$ cat config.mk
export PLATFORM = sky130hd
export DESIGN_NAME = patch_row_reducer_n
export DESIGN_NICKNAME = d
export VERILOG_FILES = /design/src/rtl/patch_row_reducer_n_pkg.sv /design/src/rtl/patch_row_reducer_n_patch_column_mac.sv /design/src/rtl/patch_row_reducer_n.sv
export SDC_FILE = /design/constraint.sdc
export NUM_CORES = 2
export LEC_CHECK = 0
export CORE_MARGIN = 3
export CORE_UTILIZATION = 55
export DETAILED_ROUTE_END_ITERATION = 8
export PLACE_DENSITY = 0.83
export SYNTH_ARGS = -nofsm -noshare
export SYNTH_HDL_FRONTEND = slang
export SYNTH_SLANG_ARGS = --single-unit
$ cat constraint.sdc
create_clock -name dram_clk -period 13.18 [get_ports dram_clk]
set_input_delay 1.977 -clock dram_clk [delete_from_list [all_inputs] [get_ports dram_clk]]
set_output_delay 1.977 -clock dram_clk [all_outputs]
set_load 0.01 [all_outputs]
$ cat src/rtl/patch_row_reducer_n_pkg.sv
// patch_row_reducer_n_pkg
//   Shared definitions for the parametrised patch row reducer and the config
//   writer that packs its config word.
//   - state_t       : reducer FSM encoding
//   - clog2         : ceiling log2 usable in parameter expressions
//   - owner_width   : owner field width, never below 1 bit
//   - start_col_lsb : bit offset of the start column field
//   - weight_lsb    : bit offset of weight[r][c]
package patch_row_reducer_n_pkg;

   typedef enum logic [2:0] {
      ST_IDLE     = 3'd0,
      ST_WAIT_COL = 3'd1,
      ST_ACCUM    = 3'd2,
      ST_DRAIN    = 3'd3,
      ST_SUM_RDY  = 3'd4
   } state_t;

   function automatic int clog2(input int value);
      int result;
      result = 0;
      for (int v = value - 1; v > 0; v = v >> 1) begin
         result = result + 1;
      end
      return result;
   endfunction

   function automatic int owner_width(input int n_reducer);
      int w;
      w = clog2(n_reducer);
      return (w < 1) ? 1 : w;
   endfunction

   function automatic int start_col_lsb(input int owner_w);
      return owner_w;
   endfunction

   // Weights are packed row-major: all columns of row 0, then row 1, ...
   function automatic int weight_lsb(input int owner_w, input int n_col_size,
                                     input int patch_size, input int fp_size,
                                     input int r, input int c);
      return owner_w + n_col_size + (r * patch_size + c) * fp_size;
   endfunction

endpackage

$ cat src/rtl/patch_row_reducer_n_patch_column_mac.sv
// patch_column_mac
//   Stage 1 of the reducer: N_ROW masked multipliers whose products are
//   registered on the edge that accepts a column beat, plus a valid bit.
//   Ports:
//     dram_clk, reset (async, active-high), flush (sync abort)
//     beat_valid : an accepted beat is present this cycle
//     row_mask   : per-row enable; disabled rows contribute 0
//     pix        : N_ROW pixels, row r at [r*FP_SIZE +: FP_SIZE]
//     weight     : N_ROW weights for the current column, same packing
//     prod       : registered products, row r at [r*2*FP_SIZE +: 2*FP_SIZE]
//     prod_valid : prod holds a beat not yet accumulated
module patch_column_mac #(
   parameter int N_ROW   = 2,
   parameter int FP_SIZE = 16
)(
   input  logic                         dram_clk,
   input  logic                         reset,
   input  logic                         flush,
   input  logic                         beat_valid,
   input  logic [N_ROW-1:0]             row_mask,
   input  logic [N_ROW*FP_SIZE-1:0]     pix,
   input  logic [N_ROW*FP_SIZE-1:0]     weight,
   output logic [N_ROW*2*FP_SIZE-1:0]   prod,
   output logic                         prod_valid
);

   localparam int PROD_W = 2 * FP_SIZE;

   logic [N_ROW*PROD_W-1:0] prod_next;

   always_comb begin
      prod_next = '0;
      for (int r = 0; r < N_ROW; r++) begin
         if (row_mask[r]) begin
            prod_next[r*PROD_W +: PROD_W] =
               PROD_W'(pix[r*FP_SIZE +: FP_SIZE]) * PROD_W'(weight[r*FP_SIZE +: FP_SIZE]);
         end
      end
   end

   always_ff @(posedge dram_clk or posedge reset) begin
      if (reset) begin
         prod       <= '0;
         prod_valid <= 1'b0;
      end else if (flush) begin
         prod_valid <= 1'b0;
      end else begin
         prod_valid <= beat_valid;
         if (beat_valid) begin
            prod <= prod_next;
         end
      end
   end

endmodule

$ cat src/rtl/patch_row_reducer_n.sv
// patch_row_reducer_n
//   Reduces an N_ROW x PATCH_SIZE pixel patch to one weighted sum. Each row
//   is enabled by a mask latched with the config. Column beats are matched
//   against start_col + n_col (wrapping at 2^N_COL_SIZE); non-matching beats
//   are ignored. Two-stage pipeline: masked products (patch_column_mac),
//   then adder tree + accumulate.
//
//   Handshakes: a transfer happens on a rising dram_clk edge where both
//   valid and ready are 1. init_ready is 1 only in IDLE; sum_valid is 1
//   only in SUM_RDY and is a pure function of the state register, so it
//   never depends combinationally on sum_ready. sum/sum_nrow stay stable
//   while sum_valid is high. flush overrides every handshake.
//
//   Ports:
//     dram_clk, reset (async, active-high), flush (sync abort)
//     init_valid/init_ready, row_mask, config_data : config channel
//     l_col, pix_valid, pix                        : column pixel stream
//     owner_reducer, busy                          : status
//     sum_valid/sum_ready, sum, sum_nrow           : result channel
//     fsm_state                                    : FSM state for debug
module patch_row_reducer_n
   import patch_row_reducer_n_pkg::*;
#(
   parameter int APP_DATA_WIDTH        = 256,
   parameter int PATCH_SIZE            = 6,
   parameter int N_ROW                 = 2,
   parameter int N_COL_SIZE            = 12,
   parameter int N_PATCH_REDUCER       = 4,
   parameter int PATCH_REDUCER_INVALID = 0,
   parameter int FP_SIZE               = 16,
   localparam int OWNER_W  = owner_width(N_PATCH_REDUCER),
   localparam int ACC_SIZE = 2 * FP_SIZE + clog2(N_ROW * PATCH_SIZE),
   localparam int NROW_W   = (clog2(N_ROW + 1) < 1) ? 1 : clog2(N_ROW + 1)
)(
   input  logic                       dram_clk,
   input  logic                       reset,
   input  logic                       flush,
   input  logic                       init_valid,
   output logic                       init_ready,
   input  logic [N_ROW-1:0]           row_mask,
   input  logic [APP_DATA_WIDTH-1:0]  config_data,
   input  logic [N_COL_SIZE-1:0]      l_col,
   input  logic                       pix_valid,
   input  logic [N_ROW*FP_SIZE-1:0]   pix,
   output logic [OWNER_W-1:0]         owner_reducer,
   output logic                       busy,
   output logic                       sum_valid,
   input  logic                       sum_ready,
   output logic [ACC_SIZE-1:0]        sum,
   output logic [NROW_W-1:0]          sum_nrow,
   output logic [2:0]                 fsm_state
);

   localparam int PROD_W   = 2 * FP_SIZE;
   localparam int NC_W     = (clog2(PATCH_SIZE + 1) < 1) ? 1 : clog2(PATCH_SIZE + 1);
   localparam int W_BITS   = N_ROW * PATCH_SIZE * FP_SIZE;
   localparam int W_LSB    = weight_lsb(OWNER_W, N_COL_SIZE, PATCH_SIZE, FP_SIZE, 0, 0);
   localparam int CFG_USED = W_LSB + W_BITS;

   state_t                    state, state_next;
   logic [N_COL_SIZE-1:0]     start_col;
   logic [W_BITS-1:0]         weights;
   logic [N_ROW-1:0]          mask_q;
   logic [NC_W-1:0]           n_col;
   logic [ACC_SIZE-1:0]       acc;
   logic [NROW_W-1:0]         nrow_q;
   logic [NROW_W-1:0]         mask_pop;
   logic [N_COL_SIZE-1:0]     exp_col;
   logic                      in_match_state;
   logic                      is_last;
   logic                      beat_accept;
   logic                      init_fire;
   logic                      sum_fire;
   logic [N_ROW*FP_SIZE-1:0]  col_weight;
   logic [N_ROW*PROD_W-1:0]   prod;
   logic                      prod_valid;
   logic [ACC_SIZE-1:0]       tree;

   generate
      if (APP_DATA_WIDTH > CFG_USED) begin : g_cfg_spare
         logic unused_cfg_bits;
         assign unused_cfg_bits = ^config_data[APP_DATA_WIDTH-1:CFG_USED];
      end
   endgenerate

   // Column matching: the expected column wraps naturally at the field width.
   assign exp_col        = start_col + N_COL_SIZE'(n_col);
   assign in_match_state = (state == ST_WAIT_COL) || (state == ST_ACCUM);
   assign is_last        = (n_col == NC_W'(PATCH_SIZE - 1));
   assign beat_accept    = !flush && in_match_state && pix_valid && (l_col == exp_col);
   assign init_fire      = !flush && (state == ST_IDLE) && init_valid;
   assign sum_fire       = !flush && (state == ST_SUM_RDY) && sum_ready;

   // n_col reaches PATCH_SIZE only after the last beat; clamp the select
   // so it never indexes outside the weight store.
   always_comb begin
      int col_idx;
      col_idx    = (int'(n_col) < PATCH_SIZE) ? int'(n_col) : 0;
      col_weight = '0;
      for (int r = 0; r < N_ROW; r++) begin
         col_weight[r*FP_SIZE +: FP_SIZE] = weights[(r*PATCH_SIZE + col_idx)*FP_SIZE +: FP_SIZE];
      end
   end

   always_comb begin
      mask_pop = '0;
      for (int r = 0; r < N_ROW; r++) begin
         mask_pop = mask_pop + NROW_W'(row_mask[r]);
      end
   end

   patch_column_mac #(
      .N_ROW   (N_ROW),
      .FP_SIZE (FP_SIZE)
   ) u_mac (
      .dram_clk   (dram_clk),
      .reset      (reset),
      .flush      (flush),
      .beat_valid (beat_accept),
      .row_mask   (mask_q),
      .pix        (pix),
      .weight     (col_weight),
      .prod       (prod),
      .prod_valid (prod_valid)
   );

   // Stage 2 adder tree across rows.
   always_comb begin
      tree = '0;
      for (int r = 0; r < N_ROW; r++) begin
         tree = tree + ACC_SIZE'(prod[r*PROD_W +: PROD_W]);
      end
   end

   always_comb begin
      state_next = state;
      case (state)
         ST_IDLE: begin
            if (init_valid) state_next = ST_WAIT_COL;
         end
         ST_WAIT_COL, ST_ACCUM: begin
            if (beat_accept) state_next = is_last ? ST_DRAIN : ST_ACCUM;
         end
         // Hold until stage 1 is empty, i.e. the last product has been
         // folded into acc; sum is then final when sum_valid rises.
         ST_DRAIN: begin
            if (!prod_valid) state_next = ST_SUM_RDY;
         end
         ST_SUM_RDY: begin
            if (sum_ready) state_next = ST_IDLE;
         end
         default: state_next = ST_IDLE;
      endcase
      if (flush) state_next = ST_IDLE;
   end

   always_ff @(posedge dram_clk or posedge reset) begin
      if (reset) begin
         state <= ST_IDLE;
      end else begin
         state <= state_next;
      end
   end

   always_ff @(posedge dram_clk or posedge reset) begin
      if (reset) begin
         start_col     <= '0;
         weights       <= '0;
         mask_q        <= '0;
         n_col         <= '0;
         acc           <= '0;
         nrow_q        <= '0;
         owner_reducer <= OWNER_W'(PATCH_REDUCER_INVALID);
      end else if (flush) begin
         n_col         <= '0;
         acc           <= '0;
         owner_reducer <= OWNER_W'(PATCH_REDUCER_INVALID);
      end else if (init_fire) begin
         owner_reducer <= config_data[OWNER_W-1:0];
         start_col     <= config_data[start_col_lsb(OWNER_W) +: N_COL_SIZE];
         weights       <= config_data[W_LSB +: W_BITS];
         mask_q        <= row_mask;
         nrow_q        <= mask_pop;
         n_col         <= '0;
         acc           <= '0;
      end else begin
         if (beat_accept) n_col <= n_col + NC_W'(1);
         if (prod_valid)  acc   <= acc + tree;
         if (sum_fire)    owner_reducer <= OWNER_W'(PATCH_REDUCER_INVALID);
      end
   end

   assign init_ready = (state == ST_IDLE);
   assign busy       = (state != ST_IDLE);
   assign sum_valid  = (state == ST_SUM_RDY);
   assign sum        = acc;
   assign sum_nrow   = nrow_q;
   assign fsm_state  = state;

endmodule
==> reports/qor_table.md <==
| Result | This run |
| --- | --- |
| Hold_buf cts | 0 |
| CP Capture Type | flip-flop |
| Portion of synthesized cell area occupied by the leading cell type | 25.6% |
| Area enclosed by the die boundary | 0.0631 mm² |
| Flip-flop cell with the highest count after synthesis | dfrtp_1 |
| Crit path cell chain | inv_2, nand2_1, nand2_1, o221ai_2, nand2_1, fa_1, fa_1, fa_1, inv_1, fa_1, fa_1, inv_1, fa_1, inv_1, ha_1, or3_1, o211ai_1, o31ai_1, a41o_1, o31a_1, a221o_1, a31oi_1, xor2_1, o21ai_1 |
| Number of filler instances in the final layout | 4793 |
| Launching instance or port of the critical path | n_col[1]$_DFFE_PP0P_ |
| Setup repair after global routing missed its margin | no |
| Vias in the first global route | 27500 |
| Routed wire length | 82.8 mm |
| Proportion of synthesized flip-flops having asynchronous set or reset | 100% |
| Antenna violations before repair | 3 |
| Type of element launching the critical path | flip-flop |
| Headroom to the max-slew limit | 24.9% |
| Sum of overflow across all layers after global routing | 0 |
| Measured slew at the worst slew-check pin | 1.13 ns |
| Worst EP required | 13.59 ns |
| Startpoint of the most critical hold path | weights[135]$_DFFE_PP0P_ |
| H-tree depth reported by CTS | 2 |
| Drt wl/cell | 17.7 µm |
| Largest net degree at the start of global routing | 215 |
| Kind of critical path | flip-flop to flip-flop |
| R2R Path End | u_mac.prod[62]$_DFFE_PP0P_ |
| Die Span Y | 251 µm |
| Result of the run | completed |
| Register bit total from synthesis | 317 |
| Number of resized instances in the post-cts repair step | 0 |
| DRC violations left | 0 |
| Setup TNS | 0 ns |
| Iteration count of the initial detailed-routing pass | 5 |
| Proportion of synthesized chip area in sequential cells | 24.0% |
| Detailed Place HPWL | 64.2 mm |
| Fin crit share | 72.4% |
| Crit path time final | 9.55 ns |
| Leading area contributor after synthesis | fa_1 |
| Vias per Instance | 5.59 |
| Std-Cell Rows | 89 |
| Slew Viols, Final | 0 |
| Starting density of the core | 55.8% |
| First-pass GRT wire length | 137 mm |
| Yosys warnings | 0 |
| Largest fanout of any net on the critical path | 20 |
| X dimension of the die | 251 µm |
| Worst R2R Path Depth | 24 |
| Hold path cells | 2 |
| Max stage delay on crit path | 1.08 ns |
| Arrival @ worst endpoint | 9.96 ns |
| Setup slack of the worst register-to-register path | 3.63 ns |
| GRT Total Usage | 26.9% |
| Post-synthesis instance area | 0.0330 mm² |
| Number of DRC markers in iteration 0 | 1848 |
| Root buffer cell | clkbuf_16 |
| Number of nets in the layout | 4857 |
| Clock Tree Buf Depth | 3 |
| Layout cell share with drive strength beyond 1 | 4.27% |
| Post-Synthesis Mean Instance Area | 8.98 µm² |
| Post-DRT Antenna Nets | 0 |
| Routed via count | 26200 |
| Clock Skews | 0.0326 ns |
| I/O pins | 354 |
| Total clock buffers created by CTS | 37 |
| Setup violations, final | 0 |
| Worst R2R Start | n_col[1]$_DFFE_PP0P_ |
| Maximum clock rate | 0.105 GHz |
| Number of flops mapped to enable cells by yosys | 0 |
| Post-CTS Setup Inserts | 0 |
| Final weighted congestion in routability-driven placement | 0.873 |
| Max-cap violations | 0 |
| Core outline area | 0.0592 mm² |
| Distinct cell type count after synthesis | 74 |
| Most frequent cell on the critical path | fa_1 |
| Worst-path cell with the longest stage delay | o221ai_2 |
| Insertion delay of the later-clocked pin in the worst-skew pair | 0.55 ns |
| Leading cell types by count after synthesis | 1049 x nand2_1, 474 x inv_1, 422 x fa_1 |
| Top post-synthesis cells by area | fa_1 26%, dfrtp_1 24%, nand2_1 12%, ha_1 9.3%, inv_1 5.4% |
| Cell with the most instances after synthesis | nand2_1 |
| Layout overhead on the synthesized area | 14.8% |
| Port Buffer Count | 303 |
| Clock-pin slew on the worst setup and hold paths | 0.06 ns |
| CTS tree | done |
| Cell count after synthesis | 3679 |
| Synthesized netlist net count | 4655 |
| Min-Delay Endpoint | weights[135]$_DFFE_PP0P_ |
| Final hold vios | 0 |
| Number of sinks handled by clock tree synthesis | 317 |
| Worst hold path class | flip-flop to flip-flop |
-- through the flow --
step / setup slack [ns] / hold WS, ns / cell area, µm² / util (%) / std cells
finish: 3.63 / 0.470 / 37900 / 64.0 / 4683
global route: 3.17 / 0.486 / 37900 / 64.0 / 4682
CTS: 3.67 / 0.472 / 37900 / 64.0 / 4682
detailed placement: 3.73 / 0.457 / 36700 / 61.9 / 4615
global placement: 3.89 / 0.451 / 36700 / 61.9 / 4615
floorplan: 2.43 / 0.440 / 33000 / - / 3679
-- worst max-delay path: cells and delay by family, from the launching register on --
family	cells	cell delay, ns
adder cells (fa/ha/maj)	7	3.39
AO/OA/AOI/OAI	8	2.68
AND/OR/NAND/NOR	4	2.27
flip-flops	1	0.43
buffers and inverters	4	0.40
XOR/XNOR	1	0.17
-- routing by layer --
layer / GRT usage [%] / vias up / share of wire (%)
li1: - / 12000 / -
met1: 35.3 / 13100 / 41
met2: 45.6 / 932 / 48
met3: 4.75 / 214 / 6.6
met4: 9.37 / 4 / 3.6
met5: 0 / - / 0.040
-- how the worst max path moves through the flow --
stage,to,slack (ns),depth (start not counted)
after floorplan,fsm_state[0]$_DFFE_PP0P_,2.43,1
after global placement,u_mac.prod[62]$_DFFE_PP0P_,3.89,24
after detailed placement,u_mac.prod[62]$_DFFE_PP0P_,3.73,24
after CTS,u_mac.prod[62]$_DFFE_PP0P_,3.67,24
after global routing,u_mac.prod[62]$_DFFE_PP0P_,3.17,24
final,u_mac.prod[62]$_DFFE_PP0P_,3.63,24
-- final cells by class --
class / count / area (µm²) / share of cell area (%)
Multi-Input combinational cell: 2725 / 22800 / 60.0
Sequential cell: 317 / 7940 / 20.9
Timing Repair Buffer: 324 / 3200 / 8.44
Inverter: 476 / 1790 / 4.73
Clock buffer: 52 / 1070 / 2.83
Tap cell: 773 / 967 / 2.55
Clock inverter: 15 / 186 / 0.491
Antenna cell: 1 / 2.50 / 0.00660
-- cells by family (layout without fill, tap and decap cells) --
group,count (synthesis),count (layout),share of synthesized area [%]
flops,317,317,24.0
other cells,0,1,0
buf+inv,637,867,7.30
fa+ha+maj,668,668,34.9
compound gates,364,364,7.30
mux,122,122,4.43
xor+xnor,103,103,2.73
simple gates,1468,1468,19.3
-- state kept, by name, indices dropped and copies added, names as in the netlist --
name,count
weights,192
u_mac.prod,64
sum,36
start_col,12
fsm_state,3
n_col,3
mask_q,2
owner_reducer,2
sum_nrow,2
u_mac.prod_valid,1
-- layout by cell type (no fill, tap or decap), drive strengths merged, types with 9 or more instances in the layout --
cell / Yosys / layout
nor2b: 14 / 14
nand3: 21 / 21
a21oi: 77 / 77
xor2: 44 / 44
and3: 10 / 10
nand3b: 10 / 10
mux4: 16 / 16
buf: 21 / 21
a211oi: 10 / 10
clkbuf: 140 / 52
nand2: 1049 / 1049
o21ai: 104 / 104
o221ai: 16 / 16
mux2: 33 / 33
nor2: 73 / 73
o31ai: 40 / 40
a21o: 44 / 44
nand2b: 15 / 15
clkinv: 1 / 9
nor3: 14 / 14
clkdlybuf4s50: 0 / 303
a31oi: 10 / 10
inv: 475 / 478
xnor2: 59 / 59
fa: 422 / 422
dfrtp: 317 / 317
and2: 235 / 235
ha: 246 / 246
mux2i: 73 / 73
Power is not shown: default switching activity piles up to over one toggle a cycle in this logic, so the estimate is an artifact.
